## config.mk

```make
export PLATFORM = sky130hd
export DESIGN_NAME = demux_mto2m
export DESIGN_NICKNAME = d
export VERILOG_FILES = /design/src/rtl/demux_mto2m.sv
export SDC_FILE = /design/constraint.sdc
export NUM_CORES = 1
export LEC_CHECK = 0
export ABC_AREA = 1
export CORE_AREA = 5 5 332 171
export CTS_BUF_LIST = sky130_fd_sc_hd__clkbuf_4 sky130_fd_sc_hd__clkbuf_8
export CTS_CLUSTER_DIAMETER = 30
export DETAILED_ROUTE_END_ITERATION = 8
export DIE_AREA = 0 0 337 176
export GPL_TIMING_DRIVEN = 0
export PLACE_DENSITY = 0.75
export RECOVER_POWER = 25
export SKIP_LAST_GASP = 1
export SLEW_MARGIN = 10
export SYNTH_ARGS = -nofsm -noshare
export SYNTH_HDL_FRONTEND = slang
export SYNTH_SLANG_ARGS = --single-unit
```

## constraint.sdc

```tcl
create_clock -name clk -period 3 [get_ports clk]
set_input_delay 0.6 -clock clk [delete_from_list [all_inputs] [get_ports clk]]
set_output_delay 0.6 -clock clk [all_outputs]
set_load 0.005 [all_outputs]
```

## src/rtl/demux_mto2m.sv

```systemverilog
// Row-serial board loader: collects N rows of N W-bit tiles into a shadow buffer,
// then commits the whole board atomically into bank 0 or bank 1.
module demux_mto2m #(
    parameter int W = 12,
    parameter int N = 4
) (
    input  logic                          clk,
    input  logic                          rst_n,
    input  logic                          in_valid_i,
    output logic                          in_ready_o,
    input  logic [N-1:0][W-1:0]           in_row_i,
    input  logic                          s_i,
    input  logic                          abort_i,
    output logic [N-1:0][N-1:0][W-1:0]    m0_o,
    output logic [N-1:0][N-1:0][W-1:0]    m1_o,
    output logic                          done0_o,
    output logic                          done1_o,
    output logic                          busy_o
);
    localparam int CW = (N > 1) ? $clog2(N) : 1;

    typedef enum logic [1:0] {IDLE, LOAD, COMMIT} state_t;

    state_t                        state_q, state_d;
    logic [CW-1:0]                 row_cnt_q, row_cnt_d;
    logic                          bank_q, bank_d;
    logic                          done0_q, done0_d;
    logic                          done1_q, done1_d;
    logic                          commit;
    logic                          accept;
    logic [N-1:0][W-1:0]           shadow_q [N];
    logic [N-1:0][N-1:0][W-1:0]    m0_q, m1_q;

    assign in_ready_o = (state_q != COMMIT);
    // abort outranks in_valid, so a beat presented alongside it is dropped
    assign accept     = in_valid_i && in_ready_o && !abort_i;

    always_comb begin
        state_d   = state_q;
        row_cnt_d = row_cnt_q;
        bank_d    = bank_q;
        done0_d   = 1'b0;
        done1_d   = 1'b0;
        commit    = 1'b0;
        if (abort_i) begin
            state_d   = IDLE;
            row_cnt_d = '0;
        end else begin
            case (state_q)
                IDLE: begin
                    if (accept) begin
                        bank_d    = s_i;
                        row_cnt_d = CW'(1);
                        state_d   = LOAD;
                    end
                end
                LOAD: begin
                    if (accept) begin
                        row_cnt_d = row_cnt_q + 1'b1;
                        if (row_cnt_q == CW'(N - 1)) begin
                            state_d = COMMIT;
                        end
                    end
                end
                COMMIT: begin
                    commit    = 1'b1;
                    done0_d   = !bank_q;
                    done1_d   = bank_q;
                    row_cnt_d = '0;
                    state_d   = IDLE;
                end
                default: begin
                    state_d   = IDLE;
                    row_cnt_d = '0;
                end
            endcase
        end
    end

    always_ff @(posedge clk or negedge rst_n) begin
        if (!rst_n) begin
            state_q   <= IDLE;
            row_cnt_q <= '0;
            bank_q    <= 1'b0;
            done0_q   <= 1'b0;
            done1_q   <= 1'b0;
        end else begin
            state_q   <= state_d;
            row_cnt_q <= row_cnt_d;
            bank_q    <= bank_d;
            done0_q   <= done0_d;
            done1_q   <= done1_d;
        end
    end

    // row_cnt_q is zero in IDLE, so the first beat lands in row 0 too
    genvar gi;
    generate
        for (gi = 0; gi < N; gi++) begin : g_shadow
            always_ff @(posedge clk or negedge rst_n) begin
                if (!rst_n) begin
                    shadow_q[gi] <= '0;
                end else if (accept && (row_cnt_q == CW'(gi))) begin
                    shadow_q[gi] <= in_row_i;
                end
            end
        end
    endgenerate

    always_ff @(posedge clk or negedge rst_n) begin
        if (!rst_n) begin
            m0_q <= '0;
            m1_q <= '0;
        end else if (commit) begin
            for (int r = 0; r < N; r++) begin
                if (bank_q) begin
                    m1_q[r] <= shadow_q[r];
                end else begin
                    m0_q[r] <= shadow_q[r];
                end
            end
        end
    end

    assign m0_o    = m0_q;
    assign m1_o    = m1_q;
    assign done0_o = done0_q;
    assign done1_o = done1_q;
    assign busy_o  = (state_q != IDLE);

endmodule

```

* Yosys cells after proc, flatten, opt, wreduce, memory -nomap -nowiden
Index checks and enable logic that the tools add are counted.
** Word-level totals
- Register bits after elaboration :: 583
- Latch bits :: 0
- Bits in writable memories :: 0
- Memory bits (read-only) :: 0
- Input bits :: 53
- Output and inout port bits :: 388
- Word-level logic and storage cells :: 95
- Memories kept :: 0
** Operators by class
- Add/subtract/negate cells :: 1
- Multipliers :: 0
- Divide/modulo/power cells :: 0
- Magnitude comparators :: 0
- Equality and inequality tests :: 9
- Shift operators :: 0
- Mux-type cells :: 14
- Bitwise gates (word level) :: 2
- Reduce and logical (&&, ||, !) cells :: 16
** Operators with widths (count)
- $mux 2 :: 6
- $ne 3x3->1 const B :: 3
- $pmux 2 s2 :: 2
- $eq 2x2->1 const B :: 3
- $logic_and 1x1->1 :: 6
- $mux 1 :: 6
- $reduce_and 2->1 :: 3
- $reduce_and 3->1 :: 2
- $eq 2x1->1 const B :: 2
- $logic_not 2->1 :: 2
- $add 2x1->2 const B :: 1
- $logic_not 1->1 :: 2
- $ne 2x2->1 const B :: 1
- $not 1->1 :: 2
- $reduce_bool 2->1 :: 1

* Depth between registers and ports, before layout
Gate-level depths: netlist of the first run.
- Depth in word-level cells :: 6
- Gate-level depth with buffers :: 8
- Depth with buffers taken out :: 6

* Worst setup path after synthesis of the first run
Ideal clock, no wire load.
- Kind :: input to register
- From :: in in_valid_i
- To :: reg shadow_q[10] in the netlist's numbering
- Setup time :: 117 ps
- Data arrival time :: 1370 ps
- Data required time :: 2883 ps
- Slack :: 1513 ps
- Cell stages on the path :: 7
- Buffers on the path :: 2
- Cells stage by stage :: inv_1 nor2_4 nand3_1 buf_2 buf_2 nand2_1 nand2_1
** On the way
- Cells in the longest elaborated chain, start to end :: 3
** RTL lines
- start, declared :: line 9 : input logic in_valid_i,
- $logic_and 1x1->1 (2 in series) :: line 36 : assign accept = in_valid_i && in_ready_o && !abort_i;
- $logic_and 1x1->1 :: line 103 : end else if (accept && (row_cnt_q == CW'(gi))) begin
- end signal, assigned by index :: line 104 : shadow_q[gi] <= in_row_i;
- end, declared :: line 31 : logic [N-1:0][W-1:0] shadow_q [N];
No other way between the ends.
A chain may end at the register's enable or synchronous reset.

* Final worst setup path of the first run
- From :: reg state_q[0]
- To :: out in_ready_o
** On the way
- Cells in the longest elaborated chain, start to end :: 1
** RTL lines
- start, declared :: line 24 : state_t state_q, state_d;
- start signal, assigned :: line 88 : state_q <= state_d;
- $ne 2x2->1 :: line 34 : assign in_ready_o = (state_q != COMMIT);
- end, declared :: line 10 : output logic in_ready_o,
No other way between the ends.

==> metrics.yaml, run 1 <==
status: "complete, but fails checks"
violations: "hold timing, capacitance limit, slew limit"
synth_seq_area_share_pct: 61.11
startpoint_type: "flip-flop"
place.gp.congestion: 0.9212
start_util_pct: 44.79
crit-reg2reg-launch: "state_q[0]"
fillCellCount: 4537
rsz0062_at_grt: "false"
max_slew.worst_pin.slew_ns: 1.527
power_density_nw_per_um2: 565.1
max_cap_viol_count: 1
cp_max_fo: 18
worstSetupStartpoint: "state_q[0]"
cts.sinks: 583
worstSetupPathType: "flip-flop to output pin"
die_x_um: 337
dpl.hpwl_um: 63680
max_freq_ghz: 0.3745
antenna_found_initial: 12
area_growth_pct: 30.86
relSlewSlack_pct: -1.803
overflow: 0
drtIter0Drc: 2833
netlist_instances: 2604
cp.arrival_ns: 2.07
crit_end: "in_ready_o"
grt_pass1_vias: 21530
cts_buffers: 88
finalSetupViolCount: 0
drc: 0
multi_input_area_um2: 8097
period_minus_slack_ns: 2.670
seq_area_um2: 14590
max-vdd-ir-drop_uv: 278.7
root_buffer: "clkbuf_8"
drive_gt1_share_pct: 9.116
yosysWarnings: 0
htree_levels: 3
dpl_worst_slack_ns: -0.05804
die_h_um: 176
grtUsageTotal_pct: 29.04
r2r_cells: 7
crit_required_ns: 2.40
total_power_mw: 17.66
grt_max_degree: 114
syn-num-nets: 2661
ant_nets: 0
io_pins: 441
port_buffers: 440
timing.final.ws_setup_ns: 0.3300
slew_viol_final: 114
end_kind: "output pin"
fin_crit_sh_pct: 89.00
place_area_um2: 29310
synth.distinct_cells: 19
reg2reg_to: "m0_o[53]"
finalHoldViolCount: 25
r2r_slack_ns: 0.42
final.setup.tns_ns: 0
dr.pass1.iters: 6
leakagePower_nw: 16.07
coreArea_um2: 53300
die_area_um2: 59310
hold_buffers: 0
clk_path_buf_depth: 3
grt_pass1_wl_um: 131200
drt-total-wl_um: 88020
clk_pin_slew_ns: 0.07
final_cells: 3925
rows: 60
cts_tree: "done"
finClkSkew_ns: 0.02741
syn_area_um2: 23870
via_count: 22370
viasPerCell: 5.699
final_nets: 3195
worst_hold_slack_ns: -0.02951
wl_per_cell_um: 22.43
yosys_register_bits: 583
dp_cells: 3762
fin_util_pct: 58.61
insertion_delay_ns: 0.67
stdcell_area_um2: 31240
hp-class: "primary input to async pin"
syn_avg_cell_area_um2: 9.168
sequential cells by signal, indices dropped and copies added (netlist names):
| name | flops |
|---|---|
| m0_o | 192 |
| m1_o | 192 |
| shadow_q | 192 |
| row_cnt_q | 2 |
| state_q | 2 |
| bank_q | 1 |
| done0_o | 1 |
| done1_o | 1 |
how the worst min path moves through the flow:
stage	start	endpoint	slack [ns]
after global routing	rst_n	m0_o[22]	0.04
final	rst_n	m0_o[21]	-0.03
after global placement	m0_o[44]	m0_o[44]	0.46
after floorplan	rst_n	bank_q	0.30
after detailed placement	m1_o[55]	m1_o[55]	0.46
after CTS	rst_n	m0_o[21]	0.01
placed cells by master (no fill, tap or decap):
cell | synthesis | layout
nand2_1 | 1159 | 1159
dfrtp_1 | 583 | 583
nand4_1 | 576 | 576
clkdlybuf4s50_1 | 0 | 438
buf_2 | 135 | 127
clkbuf_8 | 0 | 102
clkbuf_1 | 90 | 98
clkbuf_4 | 0 | 25
buf_1 | 24 | 24
inv_1 | 9 | 11
nand3_1 | 8 | 10
clkinv_2 | 0 | 10
diode_2 | 0 | 9
bufinv_16 | 0 | 8
clkinvlp_4 | 0 | 7
ha_1 | 4 | 4
inv_6 | 0 | 4
buf_16 | 0 | 4
nor2_1 | 2 | 3
buf_4 | 3 | 2
nand2_2 | 1 | 1
inv_2 | 3 | 1
nand3b_1 | 1 | 1
o21ai_0 | 1 | 1
o211ai_1 | 1 | 1
nor3_1 | 1 | 1
dlygate4sd3_1 | 0 | 1
buf_8 | 0 | 1
Yosys cell counts (all sizes together):
| cell | n | share of area [%] |
|---|---|---|
| inv | 12 | 0.19 |
| clkbuf | 90 | 1.4 |
| o211ai | 1 | 0.031 |
| ha | 4 | 0.21 |
| nand4 | 576 | 15 |
| buf | 162 | 3.3 |
| nand3b | 1 | 0.031 |
| nor2 | 3 | 0.079 |
| dfrtp | 583 | 61 |
| nand3 | 10 | 0.25 |
| o21ai | 1 | 0.021 |
| nand2 | 1160 | 18 |
| nor3 | 1 | 0.021 |
cells by family after synthesis:
logic type      count (synthesis)  synth area share, %
simple gates                 1751                33.72
flops                         583                61.11
buf+inv                       264                4.905
fa+ha+maj                       4               0.2096
compound gates                  2              0.05240
worst max-delay path, stage by stage, from the launching register on:
cell             delay, ns
dfrtp_1               0.39
inv_1                 0.09
nand2_2               0.30
clkdlybuf4s50_1       0.64
routing by layer:
layer  up-vias  share of wire, %  global-route usage [%]
met4        10               6.3                   15.92
met1     10960                36                   34.93
met5         -             0.077                       0
met2      1127                47                   47.07
met3       309                10                   9.017
li1       9966                 -                       -
cell type report:
cell class              instances  share of cell area, %
plain buffers                 251                  3.548
clock buffers                 126                  5.070
multi-input cells            1757                  25.92
flip-flops and latches        583                  46.70
diodes                          9                0.07209
repair buffers                445                  14.49
inverters                      12                 0.1442
well taps                     713                  2.855
clock inverters                29                  1.209
power by group:
| part | leakage (nW) | total [mW] | internal (mW) | switching (mW) |
|---|---|---|---|---|
| logic | 7.09 | 1.49 | 0.377 | 1.12 |
| clock network | 1.02 | 7.34 | 4.11 | 3.23 |
| registers | 7.97 | 8.82 | 8.31 | 0.509 |
| total | 16.1 | 17.7 | 12.8 | 4.86 |
repair_timing:
action                                  4_1_cts  5_1_grt
endpoints found under the setup margin        0        1
setup buffers                                 0        0
gates resized for setup                       0        0
Power figures use the tool's default switching activity.
==> run 2, diff against run 1 <==
Settings changed: TNS_END_PERCENT from default to 10.
==> results of run 2 <==
The final DEF is identical to that of run 1; final timing and power are the same.
==> run 3, diff against run 2 <==
Settings changed: CORE_AREA 5 5 332 171 to 5 5 304 187, DIE_AREA 0 0 337 176 to 0 0 309 192.
==> metrics.yaml, run 3 (synthesis results as in run 1) <==
die_h_um: 192
total_power_mw: 18.56
root_buffer: "clkbuf_8"
fin_util_pct: 58.99
max_cap_viol_count: 1
die_x_um: 309
max-vdd-ir-drop_uv: 324.9
final_common_cell: "nand2_1"
period_minus_slack_ns: 2.822
clk_path_buf_depth: 3
max_slew.worst_pin.slew_ns: 1.655
finalSetupViolCount: 0
final.setup.tns_ns: 0
area_growth_pct: 32.43
worst_hold_slack_ns: 0.3948
grt_pass1_wl_um: 137400
grt_pass1_vias: 22170
violations: "capacitance limit, slew limit"
die_area_um2: 59330
finClkSkew_ns: 0.03176
viasPerCell: 5.740
io_pins: 441
r2r_slack_ns: 0.54
coreArea_um2: 53590
cts_tree: "done"
overflow: 0
grt_max_degree: 118
place_area_um2: 29310
startpoint_type: "flip-flop"
drive_gt1_share_pct: 10.47
status: "complete, but fails checks"
grtUsageTotal_pct: 30.70
wl_per_cell_um: 23.39
power_density_nw_per_um2: 587.1
dp_cells: 3763
ant_nets: 0
r2r_cells: 7
start_util_pct: 44.55
final_nets: 3211
htree_levels: 3
fin_crit_sh_pct: 94.08
final_cells: 3964
end_kind: "output pin"
crit_required_ns: 2.40
dr.pass1.iters: 6
cts_buffers: 103
finalHoldViolCount: 0
drc: 0
worstSetupPathType: "flip-flop to output pin"
drtIter0Drc: 2615
cp.arrival_ns: 2.22
reg2reg_to: "m0_o[134]"
post_cts_resized: 0
stdcell_area_um2: 31620
antenna_found_initial: 9
crit-reg2reg-launch: "state_q[0]"
dpl_worst_slack_ns: 0.1903
place.gp.congestion: 0.9109
timing.final.ws_setup_ns: 0.1777
max_freq_ghz: 0.3543
via_count: 22750
rsz0062_at_grt: "false"
post-cts-setup-buffer-count: 0
cp_max_fo: 4
hp-class: "primary input to async pin"
slew_viol_final: 118
dpl.hpwl_um: 67580
insertion_delay_ns: 0.72
port_buffers: 440
drt-total-wl_um: 92730
rows: 66
cts.sinks: 583
leakagePower_nw: 16.28
final_cell_mix: "nand2_1 (1159), dfrtp_1 (583), nand4_1 (576)"
relSlewSlack_pct: -10.31
clk_pin_slew_ns: 0.06
-- run 3: critical path: stages (launching register included) --
cell             delay (ns)
dfrtp_1                0.42
nor2_1                 0.50
inv_1                  0.12
clkdlybuf4s50_1        0.47
-- run 3: timing repair --
item | in CTS | in global routing
endpoints found under the hold margin | 51 | 0
endpoints found under the setup margin | 1 | 0
hold buffers | 1 | 0
-- run 3: layer usage --
metal / vias to the layer above / GRT usage, % / wire length (µm)
met2: 1392 / 44.10 / 39300
met4: 4 / 12.78 / 3857
met3: 245 / 11.30 / 11230
met5: - / 0 / 34
li1: 10030 / - / -
met1: 11080 / 42.27 / 38310
-- run 3: how the worst max path moves through the flow --
stage | from | end | cells past startpoint
floorplan | in_valid_i | shadow_q[10] | 7
global placement | rst_n | m0_o[108] | 1
detailed placement | abort_i | m0_o[134] | 6
CTS | state_q[0] | in_ready_o | 3
global route | state_q[0] | in_ready_o | 3
finish | state_q[0] | busy_o | 3
-- run 3: layout make-up --
class | count | area, µm²
clock inverter | 42 | 417.9
antenna | 11 | 27.53
tap | 714 | 893.4
multi-input combinational | 1757 | 8107
sequential | 583 | 14590
inverter | 12 | 45.04
buffer | 251 | 1121
fill | 4507 | 21980
timing repair buffer | 446 | 4517
clock buffer | 148 | 1899
-- run 3: power breakdown --
part / switching, mW / leakage (nW) / internal (mW) / total (mW)
clock: 3.53 / 1.20 / 4.64 / 8.17
combinational: 1.15 / 7.10 / 0.376 / 1.53
sequential: 0.550 / 7.97 / 8.31 / 8.86
total: 5.23 / 16.3 / 13.3 / 18.6
